<file path="config.mk">
export PLATFORM = sky130hd
export DESIGN_NAME = sdram_arbit
export DESIGN_NICKNAME = d
export VERILOG_FILES = /design/src/rtl/sdram_pkg.sv /design/src/rtl/sdram_arbit.sv
export SDC_FILE = /design/constraint.sdc
export NUM_CORES = 1
export LEC_CHECK = 0
export CORE_MARGIN = 10
export CORE_UTILIZATION = 25
export CTS_CLUSTER_SIZE = 16
export DETAILED_ROUTE_END_ITERATION = 12
export PLACE_DENSITY_LB_ADDON = 0.25
export SETUP_SLACK_MARGIN = 0.02
export SLEW_MARGIN = 20
export SYNTH_ARGS = -nofsm -noshare
export SYNTH_HDL_FRONTEND = slang
export SYNTH_SLANG_ARGS = --single-unit
export TNS_END_PERCENT = 5
</file>
<file path="constraint.sdc">
create_clock -name sys_clk -period 1.5 [get_ports sys_clk]
set_clock_uncertainty 0.1 [all_clocks]
set_input_delay 0.3 -clock sys_clk [delete_from_list [all_inputs] [get_ports sys_clk]]
set_output_delay 0.3 -clock sys_clk [all_outputs]
set_load 0.1 [all_outputs]
</file>
<file path="src/rtl/sdram_pkg.sv">
// Shared SDRAM command encodings, arbiter state type and bus width defaults.
// Pure declarations: no logic, no latency.
// No flow control here; users handle their own handshakes.
package sdram_pkg;

    localparam int ADDR_W_DEF = 12;
    localparam int BA_W_DEF   = 2;
    localparam int DQ_W_DEF   = 16;

    // {cs_n, ras_n, cas_n, we_n}
    localparam logic [3:0] CMD_NOP       = 4'b0111;
    localparam logic [3:0] CMD_PRECHARGE = 4'b0010;
    localparam logic [3:0] CMD_AREF      = 4'b0001;
    localparam logic [3:0] CMD_MRS       = 4'b0000;
    localparam logic [3:0] CMD_ACTIVE    = 4'b0011;
    localparam logic [3:0] CMD_WRITE     = 4'b0100;
    localparam logic [3:0] CMD_READ      = 4'b0101;

    typedef enum logic [2:0] {
        ST_IDLE  = 3'd0,
        ST_ARBIT = 3'd1,
        ST_AREF  = 3'd2,
        ST_WRITE = 3'd3,
        ST_READ  = 3'd4
    } arb_state_e;

endpackage

</file>
<file path="src/rtl/sdram_arbit.sv">
// Command arbiter and pin mux: init owns the pins, then aref > write > read.
// Grants are registered (one cycle after request); pins are combinational from state.
// No preemption: a requester waits until the current service pulses its *_end.
module sdram_arbit
    import sdram_pkg::*;
#(
    parameter int ADDR_W = ADDR_W_DEF,
    parameter int BA_W   = BA_W_DEF,
    parameter int DQ_W   = DQ_W_DEF
) (
    input  logic              sys_clk,
    input  logic              sys_rst_n,
    input  logic [3:0]        init_cmd,
    input  logic [BA_W-1:0]   init_ba,
    input  logic [ADDR_W-1:0] init_addr,
    input  logic              init_end,
    input  logic              aref_req,
    input  logic              aref_end,
    input  logic [3:0]        aref_cmd,
    input  logic [BA_W-1:0]   aref_ba,
    input  logic [ADDR_W-1:0] aref_addr,
    input  logic              wr_req,
    input  logic              wr_end,
    input  logic [3:0]        wr_cmd,
    input  logic [BA_W-1:0]   wr_ba,
    input  logic [ADDR_W-1:0] wr_addr,
    input  logic [DQ_W-1:0]   wr_data,
    input  logic              wr_sdram_en,
    input  logic              rd_req,
    input  logic              rd_end,
    input  logic [3:0]        rd_cmd,
    input  logic [BA_W-1:0]   rd_ba,
    input  logic [ADDR_W-1:0] rd_addr,
    output logic              aref_en,
    output logic              wr_en,
    output logic              rd_en,
    output logic              sdram_cke,
    output logic              sdram_cs_n,
    output logic              sdram_ras_n,
    output logic              sdram_cas_n,
    output logic              sdram_we_n,
    output logic [BA_W-1:0]   sdram_ba,
    output logic [ADDR_W-1:0] sdram_addr,
    output logic [DQ_W-1:0]   sdram_dq_out,
    output logic              sdram_dq_oe
);

    arb_state_e state_q, state_d;
    logic aref_en_q, aref_en_d;
    logic wr_en_q, wr_en_d;
    logic rd_en_q, rd_en_d;
    logic cke_q, cke_d;
    logic [3:0] cmd_sel;

    always_ff @(posedge sys_clk or negedge sys_rst_n) begin
        if (!sys_rst_n) begin
            state_q <= ST_IDLE;
        end else begin
            state_q <= state_d;
        end
    end

    // init_end is only looked at in IDLE, so its later deassertion is harmless
    always_comb begin
        state_d = state_q;
        case (state_q)
            ST_IDLE:  if (init_end) state_d = ST_ARBIT;
            ST_ARBIT: begin
                if (aref_req)    state_d = ST_AREF;
                else if (wr_req) state_d = ST_WRITE;
                else if (rd_req) state_d = ST_READ;
            end
            ST_AREF:  if (aref_end) state_d = ST_ARBIT;
            ST_WRITE: if (wr_end)   state_d = ST_ARBIT;
            ST_READ:  if (rd_end)   state_d = ST_ARBIT;
            default:  state_d = ST_IDLE;
        endcase
    end

    always_comb begin
        aref_en_d = (state_d == ST_AREF);
        wr_en_d   = (state_d == ST_WRITE);
        rd_en_d   = (state_d == ST_READ);
        cke_d     = 1'b1;
    end

    always_ff @(posedge sys_clk or negedge sys_rst_n) begin
        if (!sys_rst_n) begin
            aref_en_q <= 1'b0;
            wr_en_q   <= 1'b0;
            rd_en_q   <= 1'b0;
            cke_q     <= 1'b0;
        end else begin
            aref_en_q <= aref_en_d;
            wr_en_q   <= wr_en_d;
            rd_en_q   <= rd_en_d;
            cke_q     <= cke_d;
        end
    end

    always_comb begin
        cmd_sel    = CMD_NOP;
        sdram_ba   = '1;
        sdram_addr = '1;
        case (state_q)
            ST_IDLE: begin
                cmd_sel    = init_cmd;
                sdram_ba   = init_ba;
                sdram_addr = init_addr;
            end
            ST_AREF: begin
                cmd_sel    = aref_cmd;
                sdram_ba   = aref_ba;
                sdram_addr = aref_addr;
            end
            ST_WRITE: begin
                cmd_sel    = wr_cmd;
                sdram_ba   = wr_ba;
                sdram_addr = wr_addr;
            end
            ST_READ: begin
                cmd_sel    = rd_cmd;
                sdram_ba   = rd_ba;
                sdram_addr = rd_addr;
            end
            default: begin
                cmd_sel    = CMD_NOP;
                sdram_ba   = '1;
                sdram_addr = '1;
            end
        endcase
    end

    assign {sdram_cs_n, sdram_ras_n, sdram_cas_n, sdram_we_n} = cmd_sel;
    assign aref_en      = aref_en_q;
    assign wr_en        = wr_en_q;
    assign rd_en        = rd_en_q;
    assign sdram_cke    = cke_q;
    assign sdram_dq_out = wr_data;
    // Only the write service may drive the shared DQ pads
    assign sdram_dq_oe  = wr_sdram_en && (state_q == ST_WRITE);

endmodule

</file>
==> results.json, run 1 <==
{
  "status": "finished with violations",
  "failed_checks": "setup timing",
  "path_class": "reg2out",
  "layout.nets": 309,
  "route.detailed.drc": 0,
  "grt-ovfl-total": 0,
  "clockBufferDepth": 2,
  "yosys_warnings": 0,
  "start_kind": "flop",
  "clock_sinks": 7,
  "ir_drop_mv": 2.28,
  "fillCellCount": 327,
  "fmax_mhz": 536,
  "layout_setup_ws_ns": -0.365,
  "cts_inserted_buffers": 3,
  "grt_pass1_wl_um": 7740,
  "hold_violations": 0,
  "start_util_pct": 25.9,
  "portBuffers": 104,
  "r2r_setup_slack_ns": -0.02,
  "cts_tree": "built",
  "r2r_end": "wr_en",
  "layoutNonFillerInstCount": 260,
  "vias_per_cell": 4.67,
  "die_y_um": 84.6,
  "worstPathMaxFanout": 12,
  "hold_slack_ns": 0.236,
  "drive_gt1_share_pct": 31.9,
  "wl_met3_um": 800,
  "ys_seq_elements": 7,
  "num_rows": 23,
  "max_cap_violations": 0,
  "drt-met1-wl_um": 1620,
  "path_clk_slew_ns": 0.04,
  "rsz0062_at_grt": "true",
  "crit_required_ns": 1.10,
  "syn_inst": 114,
  "placed_cells": 249,
  "yosysSeqAreaShare_pct": 16.8,
  "top_layer_used": "met4",
  "drtIter0Drc": 29,
  "synth_nets": 212,
  "leakage_nw": 1.01,
  "r2r_cells": 5,
  "cp.arrival_ns": 1.47,
  "powerDensity_nw_per_um2": 2430,
  "htree_levels": 1,
  "dr.pass1.iters": 4,
  "ant_nets": 0,
  "insertion_delay_ns": 0.23,
  "dp_hpwl_um": 4240,
  "syn_to_final_growth_pct": 142,
  "layout_min_cycle_time_ns": 1.87,
  "antenna_found_initial": 0,
  "min_path_type": "in2async",
  "ctsHoldBuffers": 0,
  "ios": 137,
  "grt_max_degree": 16,
  "avgSynthCellArea_um2": 9.16,
  "setup-violations-final": 20,
  "wl_per_cell_um": 19.0,
  "wl_um": 4940,
  "r2r_start": "state_q[2]",
  "vias": 1214,
  "syn_area_um2": 1040,
  "core_area_um2": 4030,
  "grt_use_total_pct": 13.1,
  "dieWidth_um": 84.6,
  "diodes": 0,
  "critPathCaptureType": "output port",
  "slew_viol_final": 0,
  "gp_congestion": 0.840,
  "final.period_utilization_pct": 124,
  "first_global_vias": 1432,
  "synth_cell_type_count": 26,
  "die_area_um2": 7160,
  "cts_root_buf": "clkbuf_8",
  "met2_length_um": 2480
}
## cell type report
| cell class | count | area (um^2) | area share [%] |
|---|---|---|---|
| clock buffer | 4 | 45.0 | 1.78 |
| tap | 50 | 62.6 | 2.48 |
| sequential | 7 | 178 | 7.03 |
| inverter | 2 | 7.51 | 0.297 |
| multi-input combinational | 79 | 763 | 30.2 |
| timing repair buffer | 118 | 1470 | 58.2 |
## cell usage in the layout, fill, tap and decap left out, types with 2 or more instances in the layout
cell type	netlist	routed
clkdlybuf4s50_1	0	81
mux2i_1	36	36
buf_12	0	26
a22oi_2	0	17
dfrtp_1	7	5
buf_4	20	5
nor2_1	4	4
nand2b_1	3	3
clkbuf_8	0	3
buf_6	2	3
mux2_4	2	2
inv_1	2	2
o21ai_2	1	2
nor2b_1	3	2
dfrtp_2	0	2
## critical path, cell delays in order (launching register included)
cell	delay, ns
dfrtp_2	0.48
buf_16	0.18
o22a_1	0.22
o21ai_2	0.16
buf_12	0.19
## how the worst max path moves through the flow
stage / from / to / slack [ns]
final: state_q[2] / sdram_cs_n / -0.37
after detailed placement: state_q[2] / sdram_addr[3] / -0.58
after global placement: state_q[2] / sdram_addr[4] / -0.54
after global routing: state_q[2] / sdram_cs_n / -0.42
after floorplan: state_q[1] / sdram_addr[0] / -0.62
after CTS: state_q[2] / sdram_cs_n / -0.39
## routing by layer
metal	vias up	global-route usage [%]
li1	592	-
met4	0	2.40
met1	534	12.4
met3	8	9.86
met2	80	22.4
met5	-	0
## cells in the mapped netlist
library cell,instances,area share (%)
a22oi_1,17,12
nand2b_1,3,1.8
nand3_1,1,0.48
nor2b_1,3,1.8
and3_1,1,0.60
o21ai_0,1,0.48
nor3b_1,1,0.72
buf_4,20,14
nand2_1,1,0.36
mux2_4,2,2.9
buf_6,2,2.2
o21ai_1,1,0.48
and4bb_2,1,1.2
a21oi_2,1,0.84
dfrtp_1,7,17
a21oi_1,1,0.48
nor2_4,1,1.1
clkbuf_4,1,0.72
o22a_1,1,0.84
inv_1,2,0.72
nor2_1,4,1.4
mux2i_1,36,34
o21ai_2,1,0.84
conb_1,1,0.36
buf_2,3,1.4
nor3_1,1,0.48
## sequential cells by signal, indices dropped and copies added (netlist names)
name	cells
wr_en	1
aref_en	1
sdram_cke	1
state_q	3
rd_en	1
## report_power, final
part           leakage [nW]  internal, W  switching, W  total (W)
Combinational         0.897      0.00217       0.00338    0.00555
Clock                0.0228     0.000184     0.0000809   0.000265
Sequential           0.0871     0.000247     0.0000674   0.000315
## cell families (layout without fill, tap and decap cells)
logic type,Yosys count,count (layout),synth area share [%]
DFF,7,7,16.8
muxes,38,38,37.4
AOI/OAI and AO/OA,23,23,16.2
and+or+nand+nor,17,17,9.94
buffers and inverters,28,124,19.4
other,1,1,0.359
## metrics by stage
step | instance area (um^2) | TNS [ns] | setup WS, ns | total power, W | util, %
finish | 2530 | -6.41 | -0.365 | 0.00613 | 62.7
global route | 2530 | -7.45 | -0.420 | 0.00636 | 62.7
CTS | 2490 | -6.33 | -0.393 | 0.00615 | 61.8
detailed placement | 2330 | -10.47 | -0.578 | 0.00562 | 57.8
global placement | 2330 | -9.71 | -0.536 | 0.00557 | 57.8
floorplan | 1150 | -11.39 | -0.616 | 0.00400 | -
## timing repair
action                     CTS  global route
setup endpoints to repair   22            21
gates cloned                 1             1
pin swaps                    8            16
setup buffers                5             0
gates resized for setup      9             3
(Power assumes the default switching activity.)
==> inputs of run 2 (changes only) <==
--- a/config.mk
+++ b/config.mk
@@ -5,13 +5,11 @@
 export SDC_FILE = /design/constraint.sdc
 export NUM_CORES = 1
 export LEC_CHECK = 0
-export CORE_MARGIN = 10
 export CORE_UTILIZATION = 25
 export CTS_CLUSTER_SIZE = 16
 export DETAILED_ROUTE_END_ITERATION = 12
 export PLACE_DENSITY_LB_ADDON = 0.25
 export SETUP_SLACK_MARGIN = 0.02
-export SLEW_MARGIN = 20
 export SYNTH_ARGS = -nofsm -noshare
 export SYNTH_HDL_FRONTEND = slang
 export SYNTH_SLANG_ARGS = --single-unit
==> results.json, run 2 (synthesized netlist as in run 1, its figures left out) <==
{
  "cp_top_family": "flip-flops",
  "cpMostUsedCell": "buf_12",
  "dr.pass1.iters": 4,
  "cts_inserted_buffers": 3,
  "drtIter0Drc": 27,
  "core_area_um2": 4000,
  "critPathBufInv": 2,
  "failed_checks": "setup timing",
  "crit_required_ns": 1.10,
  "ios": 137,
  "syn_to_final_growth_pct": 139,
  "powerDensity_nw_per_um2": 2450,
  "grt_use_total_pct": 17.2,
  "final_common_cell": "clkdlybuf4s50_1",
  "rsz0062_at_grt": "true",
  "totalNegativeSetupSlack_ns": -5.69,
  "cts_root_buf": "clkbuf_8",
  "ctsHoldBuffers": 0,
  "r2r_start": "state_q[2]",
  "crit_path_top_delay_cell": "dfrtp_1",
  "r2r_cells": 5,
  "r2r_end": "wr_en",
  "dp_slack_ns": -0.296,
  "slew_viol_final": 0,
  "wl_per_cell_um": 14.3,
  "clockBufferDepth": 2,
  "final.period_utilization_pct": 122,
  "htree_levels": 1,
  "r2r_setup_slack_ns": 0.03,
  "grt_pass1_wl_um": 5730,
  "vias_per_cell": 4.65,
  "cts_tree": "built",
  "path_clk_slew_ns": 0.04,
  "dieWidth_um": 66.6,
  "start_kind": "flop",
  "worst_path_largest_cell_delay_ns": 0.40,
  "diodes": 0,
  "worstPathMaxFanout": 17,
  "portBuffers": 104,
  "path_class": "reg2out",
  "hold_violations": 0,
  "ant_nets": 0,
  "layout_min_cycle_time_ns": 1.83,
  "die_area_um2": 4440,
  "ir_drop_mv": 2.45,
  "grt_max_degree": 18,
  "critPathCaptureType": "output port",
  "wl_um": 3700,
  "gp_congestion": 0.698,
  "route.detailed.drc": 0,
  "layout_common_cells": "81 x clkdlybuf4s50_1, 35 x mux2i_1, 26 x buf_12",
  "insertion_delay_ns": 0.23,
  "placed_cells": 251,
  "start_util_pct": 26.1,
  "status": "finished with violations",
  "clock_sinks": 7,
  "first_global_vias": 1248,
  "setup-violations-final": 19,
  "leakage_nw": 0.995,
  "path_depth": 4,
  "drive_gt1_share_pct": 33.0,
  "dp_hpwl_um": 3130,
  "num_rows": 23,
  "fmax_mhz": 547,
  "antenna_found_initial": 0,
  "grt-ovfl-total": 0,
  "min_path_type": "in2async",
  "crit_chain": "nor2b_2 -> buf_12 -> a22oi_2 -> buf_12",
  "max_cap_violations": 0,
  "largest_reg_flops": 3,
  "layout.nets": 308,
  "cp.arrival_ns": 1.43,
  "layoutNonFillerInstCount": 259,
  "regMostFlops": "state_q",
  "layout_setup_ws_ns": -0.329,
  "vias": 1205,
  "die_y_um": 66.6
}
[run 2: changes by cell type in the layout (fill, tap and decap cells not counted), sizes merged]
| cell | change |
|---|---|
| clkbuf | -1 |
[run 2: per-stage QoR]
step                      hold WS [ns]  total power (W)  area (um^2)  utilization, %
after floorplan                -0.0956          0.00400         1150               -
after global placement           0.464          0.00559         2350            58.9
after detailed placement         0.476          0.00563         2350            58.9
after CTS                        0.237          0.00614         2480            62.0
after global routing             0.255          0.00637         2500            62.4
final                            0.230          0.00612         2500            62.4
[run 2: layout make-up]
cell class                 count  area (um^2)
timing repair buffer         117         1430
sequential                     7          178
clock buffer                   4         45.0
multi-input combinational     79          774
inverter                       2         7.51
tap                           50         62.6
fill                         317         1500
[run 2: layer usage]
metal  part of all wire, %  vias to the layer above  GRT usage (%)
met3                    11                        0           7.71
met2                    53                       73           30.8
met1                    36                      544           18.7
met5                     0                        -              0
li1                      -                      588              -
met4                     0                        0           2.39
[run 2: worst max path at each step]
| stage | from | to | slack [ns] |
|---|---|---|---|
| 6_report | state_q[1] | sdram_addr[10] | -0.33 |
| 5_1_grt | state_q[1] | sdram_cs_n | -0.42 |
| 4_1_cts | state_q[1] | sdram_cs_n | -0.35 |
| 3_5_place_dp | state_q[1] | sdram_addr[6] | -0.30 |
| 3_3_place_gp | aref_cmd[3] | sdram_cs_n | -0.27 |
| 2_1_floorplan | state_q[1] | sdram_addr[0] | -0.62 |
[run 2: what timing repair did]
action | in CTS | in global routing
buffers inserted | 4 | 0
pin swaps | 5 | 4
gates cloned | 0 | 0
setup endpoints to repair | 21 | 21
gates resized for setup | 8 | 4
[run 2: power breakdown]
| group | internal (W) | switching (W) |
|---|---|---|
| clock | 0.000184 | 0.0000779 |
| combinational | 0.00219 | 0.00336 |
| sequential | 0.000247 | 0.0000656 |
==> inputs of run 3 (changes only) <==
--- a/config.mk
+++ b/config.mk
@@ -10,6 +10,7 @@
 export DETAILED_ROUTE_END_ITERATION = 12
 export PLACE_DENSITY_LB_ADDON = 0.25
 export SETUP_SLACK_MARGIN = 0.02
+export SLEW_MARGIN = 25
 export SYNTH_ARGS = -nofsm -noshare
 export SYNTH_HDL_FRONTEND = slang
 export SYNTH_SLANG_ARGS = --single-unit
==> results of run 3 <==
Same layout as run 2: the final DEF is identical, and so are final timing and power.
